==> src/rtl/audio_send_pkg.sv <==
// Shared audio constants for the WM8978 DAC transmit and ADC capture paths.
// Holds the word length, channel encoding and FIFO sizing.
package audio_send_pkg;

    localparam logic [5:0] WL_DEF      = 6'd32;
    localparam int         SAMPLE_W    = 32;
    localparam int         FIFO_AW_DEF = 2;
    localparam int         FIFO_DEPTH  = 2 ** FIFO_AW_DEF;

    typedef enum logic {
        CH_LEFT  = 1'b0,
        CH_RIGHT = 1'b1
    } chan_e;

    // Shift-register bit carrying serial bit 'cnt' (0 = MSB) of a WL-bit word.
    function automatic logic [4:0] bit_index(input logic [5:0] wl, input logic [5:0] cnt);
        return 5'(wl - 6'd1 - cnt);
    endfunction

endpackage

==> src/rtl/audio_send_fifo.sv <==
// Synchronous sample FIFO: push/pop with an occupancy count. Push is ignored
// when full and pop is ignored when empty.
module sample_fifo #(
    parameter int DW = 32,
    parameter int AW = 2
) (
    input  logic          aud_bclk,
    input  logic          sys_rst,
    input  logic          push,
    input  logic          pop,
    input  logic [DW-1:0] din,
    output logic [DW-1:0] dout,
    output logic          full,
    output logic          empty,
    output logic [AW:0]   level
);

    localparam int DEPTH = 2 ** AW;

    logic [DW-1:0] mem [DEPTH];
    logic [AW-1:0] wr_ptr, rd_ptr;
    logic          do_push, do_pop;

    assign full    = (level == (AW+1)'(DEPTH));
    assign empty   = (level == '0);
    assign do_push = push && !full;
    assign do_pop  = pop && !empty;
    assign dout    = mem[rd_ptr];

    // Storage needs no reset: the read side only uses entries covered by level.
    always_ff @(posedge aud_bclk)
        if (do_push) mem[wr_ptr] <= din;

    always_ff @(posedge aud_bclk or negedge sys_rst) begin
        if (!sys_rst) begin
            wr_ptr <= '0;
            rd_ptr <= '0;
            level  <= '0;
        end else begin
            if (do_push) wr_ptr <= wr_ptr + 1'b1;
            if (do_pop)  rd_ptr <= rd_ptr + 1'b1;
            case ({do_push, do_pop})
                2'b10:   level <= level + 1'b1;
                2'b01:   level <= level - 1'b1;
                default: ;
            endcase
        end
    end

endmodule

==> src/rtl/audio_send.sv <==
// I2S transmit serializer for the WM8978 DAC in slave-clock mode: queues user
// words and shifts one out MSB-first per LRC half-frame, one BCLK after the edge.
module audio_send
    import audio_send_pkg::*;
#(
    parameter logic [5:0] WL      = WL_DEF,
    parameter int         FIFO_AW = FIFO_AW_DEF
) (
    input  logic                aud_bclk,
    input  logic                sys_rst,
    input  logic                aud_lrc,
    input  logic [SAMPLE_W-1:0] dac_data,
    input  logic                dac_valid,
    output logic                dac_ready,
    output logic                aud_dacdat,
    output logic                tx_done,
    output logic                underrun,
    output logic [FIFO_AW:0]    fifo_level
);

    logic                lrc_d0, lrc_edge;
    logic                fifo_full, fifo_empty;
    logic [SAMPLE_W-1:0] fifo_head, shreg;
    logic [5:0]          tx_cnt;

    assign lrc_edge  = aud_lrc ^ lrc_d0;
    assign dac_ready = !fifo_full;

    sample_fifo #(
        .DW (SAMPLE_W),
        .AW (FIFO_AW)
    ) u_fifo (
        .aud_bclk (aud_bclk),
        .sys_rst  (sys_rst),
        .push     (dac_valid),
        .pop      (lrc_edge),
        .din      (dac_data),
        .dout     (fifo_head),
        .full     (fifo_full),
        .empty    (fifo_empty),
        .level    (fifo_level)
    );

    // tx_cnt == WL means idle; an LRC edge always restarts the word, so a
    // late word is abandoned rather than finished.
    always_ff @(posedge aud_bclk or negedge sys_rst) begin
        if (!sys_rst) begin
            lrc_d0   <= 1'b0;
            shreg    <= '0;
            tx_cnt   <= WL;
            tx_done  <= 1'b0;
            underrun <= 1'b0;
        end else begin
            lrc_d0   <= aud_lrc;
            tx_done  <= (tx_cnt == WL - 6'd1);
            underrun <= lrc_edge && fifo_empty;
            if (lrc_edge) begin
                shreg  <= fifo_empty ? '0 : fifo_head;
                tx_cnt <= 6'd0;
            end else if (tx_cnt < WL) begin
                tx_cnt <= tx_cnt + 6'd1;
            end
        end
    end

    // Negedge launch gives the codec a full half-cycle of setup before its posedge.
    always_ff @(negedge aud_bclk or negedge sys_rst) begin
        if (!sys_rst)
            aud_dacdat <= 1'b0;
        else
            aud_dacdat <= (tx_cnt < WL) ? shreg[bit_index(WL, tx_cnt)] : 1'b0;
    end

endmodule

==> config.mk <==
export PLATFORM = sky130hd
export DESIGN_NAME = audio_send
export DESIGN_NICKNAME = d
export VERILOG_FILES = /design/src/rtl/audio_send_pkg.sv /design/src/rtl/audio_send_fifo.sv /design/src/rtl/audio_send.sv
export SDC_FILE = /design/constraint.sdc
export NUM_CORES = 1
export LEC_CHECK = 0
export BUFFER_PORTS_ARGS = -buffer_cell sky130_fd_sc_hd__clkbuf_2
export CORE_MARGIN = 2
export CORE_UTILIZATION = 35
export DETAILED_ROUTE_END_ITERATION = 6
export GPL_TIMING_DRIVEN = 0
export PLACE_DENSITY_LB_ADDON = 0.15
export SYNTH_ARGS = -nofsm -noshare
export SYNTH_HDL_FRONTEND = slang
export SYNTH_SLANG_ARGS = --single-unit
==> constraint.sdc <==
create_clock -name aud_bclk -period 5.15 [get_ports aud_bclk]
set_clock_uncertainty 0.2 [all_clocks]
set_input_delay 0.515 -clock aud_bclk [delete_from_list [all_inputs] [get_ports aud_bclk]]
set_output_delay 0.515 -clock aud_bclk [all_outputs]
set_load 0.02 [all_outputs]
==> out/metrics.csv, run 1 <==
stage;metric;value;unit
finish;ANT cells;0;
yosys;Mean Syn Cell Area;20.4;um2
grt;first-pass GRT wire length;20400;um
timing;# setup viols final;0;
critical_path;Worst Path Max Fanout;10;
die;FP Rows;51;
clock_network;CTS tree;done;
clock_network;CTS HTree Levels;4;
finish;fill count;1699;
power;Sequential Power Share;44.2;%
yosys;post-synthesis cell type count;39;
clock_network;CTS sink cnt;177;
power;Comb pwr share;26.4;%
route;Residual DRC;0;
timing;worst rel slew slack;43.5;%
placement;I/O Buffers;42;
finish;Final nets;446;
power;Switch Pwr;1300;uW
yosys;post-synth top area share;56.0;%
clock_network;setup bufs post-CTS;0;
finish;Finished Cell Area;8170;um2
placement;gpl congestion;0.738;
status;status;complete, no violations;
flow_run;maxcap violations;0;
power;Power Dens Cells;567;nW/um2
critical_path;CP endpoint kind;flop;
finish;area of the multi-input gates;1650;um2
finish;FF/Latch Area;5070;um2
die;io pins;43;
yosys;Yosys warnings;0;
yosys;Syn Nets;379;
power;fraction of power consumed by the clock network;29.5;%
route;Routed Wire Length;13000;um
clock_network;number of buffers created by CTS;17;
yosys;Post-Synthesis Cells;336;
route;Post-DRT Antenna Nets;0;
yosys;Synth Register Bits;177;
yosys;Mapped Area;6870;um2
yosys;sequential cell area fraction in the yosys report;73.8;%
placement;Post-Place Cell Area;7510;um2
route;drt wl/cell;19.1;um
grt;gr ovfl total;0;
clock_network;clock latency reported for the late side of the worst-skew pair;0.42;ns
die;height of the die;144;um
route;DRT Pass-1 Iters;5;
yosys;Post-synth EDFFs;128;
grt;total global-route track usage;13.8;%
critical_path;CP startpoint kind;flop;
clock_network;CTS clock-pin slew for the worst setup and hold paths;0.07;ns
die;core area;19300;um2
power;maximum VDD drop;0.249;mV
die;Starting Density;35.5;%
die;die area;20800;um2
yosys;Synth async-reset ratio;27.7;%
route;DR vias;3302;
timing;Worst Max-Slew Pin Slew;0.848;ns
finish;share of cells above drive strength 1;32.0;%
timing;TNS Setup;0;ns
timing;RSZ-0062 raised after global routing;false;
grt;number of global-route vias before repair;3540;
clock_network;clock tree buffer depth;2;
critical_path;critical path class;flop to flop;
die;die width;144;um
clock_network;post-cts sizing count;0;
grt;antenna violations before repair;0;
route;Via density;4.85;
yosys;leading area contributor after synthesis;edfxtp_1;
critical_path;Critical Path AT;2.10;ns
finish;Area Overhead vs Synth;19.0;%
route;1st-iter DRT viols;147;
timing;final hold violation count;0;
power;Sw Share;28.1;%
finish;most frequent cells in the layout;128 x edfxtp_1, 47 x dfrtp_1, 41 x clkbuf_2;
finish;most common cell after layout, fill and taps aside;edfxtp_1;
clock_network;Root Driver;clkbuf_16;
timing;Slew Viols, Final;0;
grt;pin count of the biggest net entering global routing;50;
critical_path;Worst EP required;2.59;ns
min_path;Hold WC Path Type;input pin to flop;
placement;hpwl dp;8420;um
power;Leak Pwr;0.00301;uW
yosys;top cells by area, synth;edfxtp_1 56%, dfrtp_1 17%, mux4_2 11%;
power;internal cell power;3330;uW
yosys;ys flop type;edfxtp_1;
## area by class of cell
class / count / area share [%]
timing repair buffer: 48 / 4.10
multi-input combinational: 133 / 20.2
clock buffer: 17 / 5.21
sequential: 177 / 62.0
clock inverter: 15 / 2.53
tap: 265 / 4.06
buffer: 18 / 1.52
inverter: 8 / 0.367
## Yosys cell counts (2+ instances only)
cell and instances:
mux4_2 33, buf_4 3, ha_1 6, buf_6 5, nor2b_1 2, a22o_1 32
and3_1 4, edfxtp_1 128, mux2i_1 6, xnor2_1 5, inv_1 8, nand3b_1 2
and2_1 2, mux4_1 5, nand3_1 5, nand2_1 2, o21ai_0 2, dfrtp_1 47
xor2_1 5, clkbuf_1 6, nor2_1 6, a31oi_1 2, nor3_1 2, buf_2 3
## worst paths after layout
check	startpoint	to	slack, ns	cells past startpoint
max in group asynchronous	sys_rst	aud_dacdat	1.55	2
setup / recovery	tx_cnt[0]	aud_dacdat	0.49	4
min in group asynchronous	sys_rst	tx_done	0.37	2
hold / removal	aud_lrc	lrc_d0	0.08	1
hold reg to reg	shreg[16]	shreg[16]	0.30	1
setup reg to reg	tx_cnt[0]	aud_dacdat	0.49	4
## worst max-delay path, cell delays in order (launching register included)
cell and delay (ns):
dfrtp_1 0.47, buf_6 0.22, mux4_1 0.62, o2111ai_1 0.22, a31oi_1 0.14
## registers in the layout, indices dropped and copies added, names as in the netlist
| name | flops |
|---|---|
| tx_done | 1 |
| underrun | 1 |
| shreg | 32 |
| lrc_d0 | 1 |
| tx_cnt | 6 |
| u_fifo.mem | 128 |
| u_fifo.level | 3 |
| u_fifo.rd_ptr | 2 |
| aud_dacdat | 1 |
| u_fifo.wr_ptr | 2 |
## power by group through the flow
| stage | Combinational [uW] | Sequential [uW] | Clock (uW) |
|---|---|---|---|
| after floorplan | 853 | 2050 | 0 |
| after global placement | 1190 | 2080 | 0 |
| after detailed placement | 1250 | 2080 | 0 |
| after CTS | 1260 | 2050 | 1400 |
| after global routing | 1330 | 2080 | 1460 |
| final | 1220 | 2050 | 1370 |
## logic make-up (layout without fill, tap and decap cells)
| kind of cell | count (synthesis) | in the layout | synth area share [%] |
|---|---|---|---|
| XOR/XNOR | 11 | 11 | 1.51 |
| flip-flops | 177 | 177 | 73.8 |
| adder cells (fa/ha/maj) | 7 | 7 | 1.38 |
| AND/OR/NAND/NOR | 28 | 28 | 2.17 |
| multiplexers | 45 | 45 | 13.8 |
| AO/OA/AOI/OAI | 42 | 42 | 5.10 |
| buffers and inverters | 26 | 106 | 2.24 |
## stage by stage
stage                     hold slack, ns  util [%]  setup WS, ns  std cells  power (uW)
final                             0.0829      42.3         0.488        681        4640
after global placement             0.280      38.3         0.561        643        3260
after global routing              0.0575      42.3         0.385        681        4880
after CTS                         0.0674      42.1         0.479        679        4710
after floorplan                   0.0194         -         0.812        336        2910
after detailed placement           0.289      38.8         0.532        647        3330
## repair_timing
action,4_1_cts,5_1_grt
setup endpoints to repair,0,0
hold buffers,0,1
endpoints found under the hold margin,0,15
## routing by layer
layer  global-route usage (%)  share of wire [%]  wire length, um  vias to the layer above
met4                     4.85                1.1              139                        0
met3                     3.77                3.7              480                       10
met5                        0                  0                0                        -
li1                         -                  -                -                     1499
met1                     17.7                 45             5880                     1738
met2                     22.9                 50             6530                       55
Note: power is estimated with default switching activity, not from simulation.
==> inputs of run 2 (changes only) <==
Settings changed: ABC_AREA set to 1, CORE_UTILIZATION 35 to 65.
==> out/metrics.csv, run 2 <==
stage;metric;value;unit
yosys;top cells by area, synth;edfxtp_1 54%, dfrtp_1 16%, nand2_1 4.5%;
placement;gpl congestion;0.848;
clock_network;clock tree buffer depth;2;
grt;antenna violations before repair;0;
route;drt wl/cell;17.7;um
critical_path;RR Startpoint;tx_cnt[1];
critical_path;reg2reg path depth;10;
timing;RSZ-0062 raised after global routing;false;
power;internal cell power;3070;uW
grt;first-pass GRT wire length;24200;um
finish;Final nets;743;
finish;most common cell after layout, fill and taps aside;edfxtp_1;
finish;biggest regs;u_fifo.mem x128, shreg x32, tx_cnt x6;
yosys;ys flop type;edfxtp_1;
clock_network;clock latency reported for the late side of the worst-skew pair;0.53;ns
finish;max reg flops;128;
die;io pins;43;
yosys;post-synth top area share;53.6;%
yosys;Syn Nets;657;
finish;Area Overhead vs Synth;17.7;%
die;die width;109;um
yosys;Mapped Area;7170;um2
grt;total global-route track usage;27.9;%
timing;Slew Viols, Final;0;
min_path;worst hold path depth;1;
yosys;post-synthesis cell type count;30;
power;overall power;4710;uW
power;Power Dens Cells;558;nW/um2
critical_path;Critical Path AT;1.97;ns
finish;ANT cells;0;
yosys;Post-synth EDFFs;128;
clock_network;CTS clock-pin slew for the worst setup and hold paths;0.06;ns
power;Switch Pwr;1640;uW
clock_network;Root Driver;clkbuf_8;
timing;# setup viols final;0;
critical_path;Crit path buffers/inverters;3;
finish;most frequent cells in the layout;128 x edfxtp_1, 85 x nand2_1, 72 x nor2_1;
power;fraction of power consumed by the clock network;24.2;%
clock_network;number of buffers created by CTS;17;
clock_network;CTS sink cnt;177;
finish;FF/Latch Area;5070;um2
critical_path;Worst Path Max Fanout;10;
critical_path;CP endpoint kind;flop;
critical_path;CP max stage delay;0.36;ns
die;Starting Density;66.4;%
critical_path;Worst EP required;2.68;ns
critical_path;worst-path cell chain;buf_4, clkinv_1, nand3_1, nand2_1, nand2_1, nand2_1, inv_1, nand2_1, nand2_1, nand2_1;
die;FP Rows;38;
yosys;sequential cell area fraction in the yosys report;70.7;%
finish;Largest Register;u_fifo.mem;
critical_path;CP startpoint kind;flop;
route;Post-DRT Antenna Nets;0;
timing;worst rel slew slack;55.8;%
route;Routed Wire Length;15100;um
clock_network;CTS tree;done;
flow_run;maxcap violations;0;
yosys;leading area contributor after synthesis;edfxtp_1;
grt;gr ovfl total;0;
timing;Worst Max-Slew Pin Slew;0.661;ns
grt;pin count of the biggest net entering global routing;50;
timing;hold_ws;0.0129;ns
power;Sequential Power Share;42.6;%
yosys;Mean Syn Cell Area;11.7;um2
power;Sw Share;34.8;%
die;core area;10800;um2
timing;TNS Setup;0;ns
clock_network;CTS HTree Levels;4;
die;height of the die;109;um
yosys;Synth Register Bits;177;
critical_path;Critical Path Start;tx_cnt[1];
critical_path;CP max stage cell;dfrtp_1;
min_path;Hold WC Path Type;input pin to flop;
finish;share of cells above drive strength 1;14.9;%
power;maximum VDD drop;0.415;mV
finish;area of the multi-input gates;1690;um2
min_path;Hold Crit Start;dac_data[28];
critical_path;cell family with most CP delay;buffers and inverters;
placement;I/O Buffers;42;
yosys;Yosys warnings;0;
die;die area;11900;um2
critical_path;Worst path depth;10;
yosys;Post-Synthesis Cells;614;
critical_path;cell mode on critical path;nand2_1;
route;DR vias;4915;
placement;hpwl dp;9520;um
power;Comb pwr share;33.2;%
timing;final hold violation count;0;
grt;number of global-route vias before repair;4989;
yosys;Post-synth top cells;128 x edfxtp_1, 85 x nand2_1, 76 x nor2_1;
status;status;complete, no violations;
timing;Setup WS post-layout;0.712;ns
finish;fill count;664;
critical_path;critical path class;flop to flop;
route;1st-iter DRT viols;442;
power;Leak Pwr;0.00333;uW
route;Via density;5.77;
yosys;Synth async-reset ratio;27.7;%
finish;Final Util;78.1;%
route;DRT Pass-1 Iters;6;
yosys;most common cell in the netlist;edfxtp_1;
route;Residual DRC;0;
placement;pre-CTS WS;0.812;ns
## run 2: changes by cell type after synthesis, sizes merged, moves of 11 or more
cell	change
a22o	-32
buf	+11
inv	+50
mux4	-38
nand2	+85
nand3	+20
nor2	+71
o21ai	+96
o22ai	+32
## run 2: power groups by stage
stage                     sequential (uW)  clock, uW  combinational, uW
after detailed placement             2030          0               1530
after CTS                            2000       1140               1550
after global routing                 2040       1210               1730
after global placement               2040          0               1400
final                                2010       1140               1560
after floorplan                      2040          0                982
## run 2: repair_timing
item | 4_1_cts | 5_1_grt
endpoints found under the hold margin | 61 | 22
hold buffers | 17 | 3
gates resized for setup | 0 | 0
buffers inserted | 0 | 0
## run 2: cell type report
| class | instances | share of cell area [%] |
|---|---|---|
| Buffer | 32 | 2.57 |
| Inverter | 59 | 2.66 |
| Clock inverter | 9 | 1.04 |
| Clock buffer | 22 | 5.13 |
| Sequential cell | 177 | 60.1 |
| Tap cell | 140 | 2.08 |
| Timing Repair Buffer | 67 | 6.41 |
| Multi-Input combinational cell | 346 | 20.0 |
## run 2: final timing paths
kind | to | slack (ns)
worst max-delay path | aud_dacdat | 0.71
worst min-delay path | u_fifo.mem[3][28] | 0.01
worst max register to register | aud_dacdat | 0.71
worst min register to register | shreg[8] | 0.32
max in group asynchronous | aud_dacdat | 1.64
min in group asynchronous | u_fifo.level[1] | 0.25
## run 2: cells by family (layout without fill, tap and decap cells)
family | Yosys count | in the layout | share of synthesized area [%]
simple gates | 197 | 197 | 11.0
compound gates | 138 | 138 | 10.2
xor+xnor | 4 | 4 | 0.489
buf+inv | 91 | 189 | 6.14
flops | 177 | 177 | 70.7
fa+ha+maj | 7 | 7 | 1.33
## run 2: metrics by stage
stage / instances / area (um2)
2_1_floorplan: 614 / 7170
3_3_place_gp: 796 / 7550
3_5_place_dp: 800 / 7690
4_1_cts: 848 / 8380
5_1_grt: 852 / 8430
6_report: 852 / 8430
## run 2: per-layer routing
layer	part of all wire, %	global-route usage (%)	up-vias
li1	-	-	2287
met4	2.7	12.7	0
met2	50	45.8	203
met5	0	0	-
met1	41	35.1	2389
met3	6.3	7.23	36
==> inputs of run 3 (changes only) <==
Settings changed: CORE_UTILIZATION 65 to 54.
Clock period 5.15 ns to 3.7 ns, I/O delays scaled along.
==> out/metrics.csv, run 3 (synthesized netlist as in run 2, its figures left out) <==
stage;metric;value;unit
status;status;complete, no violations;
timing;Worst Max-Slew Pin Slew;0.664;ns
die;Starting Density;54.8;%
clock_network;CTS sink cnt;177;
placement;gpl congestion;0.842;
finish;most common cell after layout, fill and taps aside;edfxtp_1;
clock_network;CTS HTree Levels;4;
power;maximum VDD drop;0.560;mV
critical_path;Critical Path AT;1.73;ns
route;Residual DRC;0;
die;height of the die;119;um
timing;Setup WS post-layout;0.169;ns
route;drt wl/cell;16.9;um
critical_path;Worst Path Max Fanout;10;
die;FP Rows;42;
route;1st-iter DRT viols;387;
route;DRT Pass-1 Iters;5;
die;die width;119;um
finish;share of cells above drive strength 1;15.5;%
clock_network;CTS tree;done;
timing;final hold violation count;0;
critical_path;flop2flop setup slack;0.17;ns
clock_network;clock tree buffer depth;2;
flow_run;maxcap violations;0;
critical_path;CP endpoint kind;flop;
grt;number of global-route vias before repair;4922;
route;Post-DRT Antenna Nets;0;
critical_path;Worst EP required;1.90;ns
grt;gr ovfl total;0;
finish;Final Util;66.3;%
timing;RSZ-0062 raised after global routing;false;
timing;Slew Viols, Final;0;
power;Leak Pwr;0.00343;uW
die;io pins;43;
grt;total global-route track usage;23.6;%
finish;Area Overhead vs Synth;21.1;%
clock_network;CTS clock-pin slew for the worst setup and hold paths;0.07;ns
clock_network;number of buffers created by CTS;17;
timing;worst rel slew slack;55.7;%
critical_path;CP startpoint kind;flop;
finish;max reg flops;128;
grt;antenna violations before repair;0;
clock_network;setup bufs post-CTS;0;
finish;ANT cells;0;
placement;hpwl dp;9890;um
critical_path;critical path class;flop to flop;
clock_network;Root Driver;clkbuf_16;
grt;first-pass GRT wire length;25100;um
route;Routed Wire Length;15300;um
finish;most frequent cells in the layout;128 x edfxtp_1, 85 x nand2_1, 72 x nor2_1;
die;core area;13100;um2
die;die area;14200;um2
clock_network;clock latency reported for the late side of the worst-skew pair;0.43;ns
placement;Post-Place Cell Area;7730;um2
placement;I/O Buffers;42;
power;Power Dens Cells;772;nW/um2
placement;pre-CTS WS;0.125;ns
finish;Finished Cell Area;8680;um2
timing;# setup viols final;0;
route;Via density;5.32;
finish;Final nets;757;
route;DR vias;4804;
finish;biggest regs;u_fifo.mem x128, shreg x32, tx_cnt x6;
finish;Largest Register;u_fifo.mem;
min_path;Hold WC Path Type;input pin to async pin;
grt;pin count of the biggest net entering global routing;50;
==> run 3: changes by cell type in the layout (fill, tap and decap cells not counted), sizes merged <==
cell         delta
clkinv          -1
clkbuf          -4
dlygate4sd3    +14
bufinv          +1
inv             +5
==> run 3: final timing paths <==
check                           startpoint                to  cells past startpoint
setup / recovery                 tx_cnt[0]        aud_dacdat                      9
hold / removal                     sys_rst  u_fifo.rd_ptr[1]                      2
setup reg to reg                 tx_cnt[0]        aud_dacdat                      9
hold reg to reg            u_fifo.level[0]   u_fifo.level[0]                      1
max in group asynchronous          sys_rst        aud_dacdat                      3
min in group aud_bclk      u_fifo.level[0]   u_fifo.level[0]                      1
==> run 3: timing repair <==
action                     in CTS  in global routing
setup endpoints to repair       0                  1
hold endpoints to repair      129                 47
resized for setup               0                  1
hold buffers                   33                  1
==> run 3: worst max-delay path, stage by stage (launching register included) <==
cell and delay (ns):
dfrtp_1 0.35, buf_4 0.20, buf_2 0.24, nand2_1 0.08
nand3_1 0.09, nand3_1 0.09, nand3_1 0.11, nand2_1 0.05
nand2_1 0.05, nand2_1 0.05
==> run 3: final cells by class <==
type / count / area [um2]
clock inverters: 14 / 154
plain buffers: 32 / 216
inverters: 59 / 228
multi-input cells: 346 / 1690
fillers: 1001 / 4410
well taps: 176 / 220
clock buffers: 18 / 429
repair buffers: 81 / 673
flip-flops and latches: 177 / 5070
==> run 3: layer usage <==
metal,wire length (um),global-route usage (%)
met3,737,5.22
met4,199,7.07
met5,0,0
met1,6720,31.0
met2,7630,39.8
==> run 3: power by group <==
group	switching (uW)	internal, uW	leakage (uW)	total, uW
clock network	742	1000	0.000272	1750
logic	1420	736	0.00137	2160
registers	140	2650	0.00178	2790
total	2310	4390	0.00343	6700
==> run 3: through the flow <==
stage / hold slack, ns / setup TNS, ns / instances / power, uW
after floorplan: -0.126 / 0 / 614 / 4200
after global placement: 0.291 / -19.00 / 832 / 4820
after detailed placement: 0.294 / 0 / 836 / 4960
after CTS: 0.0405 / 0 / 901 / 6740
after global routing: 0.147 / 0 / 903 / 7140
final: 0.143 / 0 / 903 / 6700
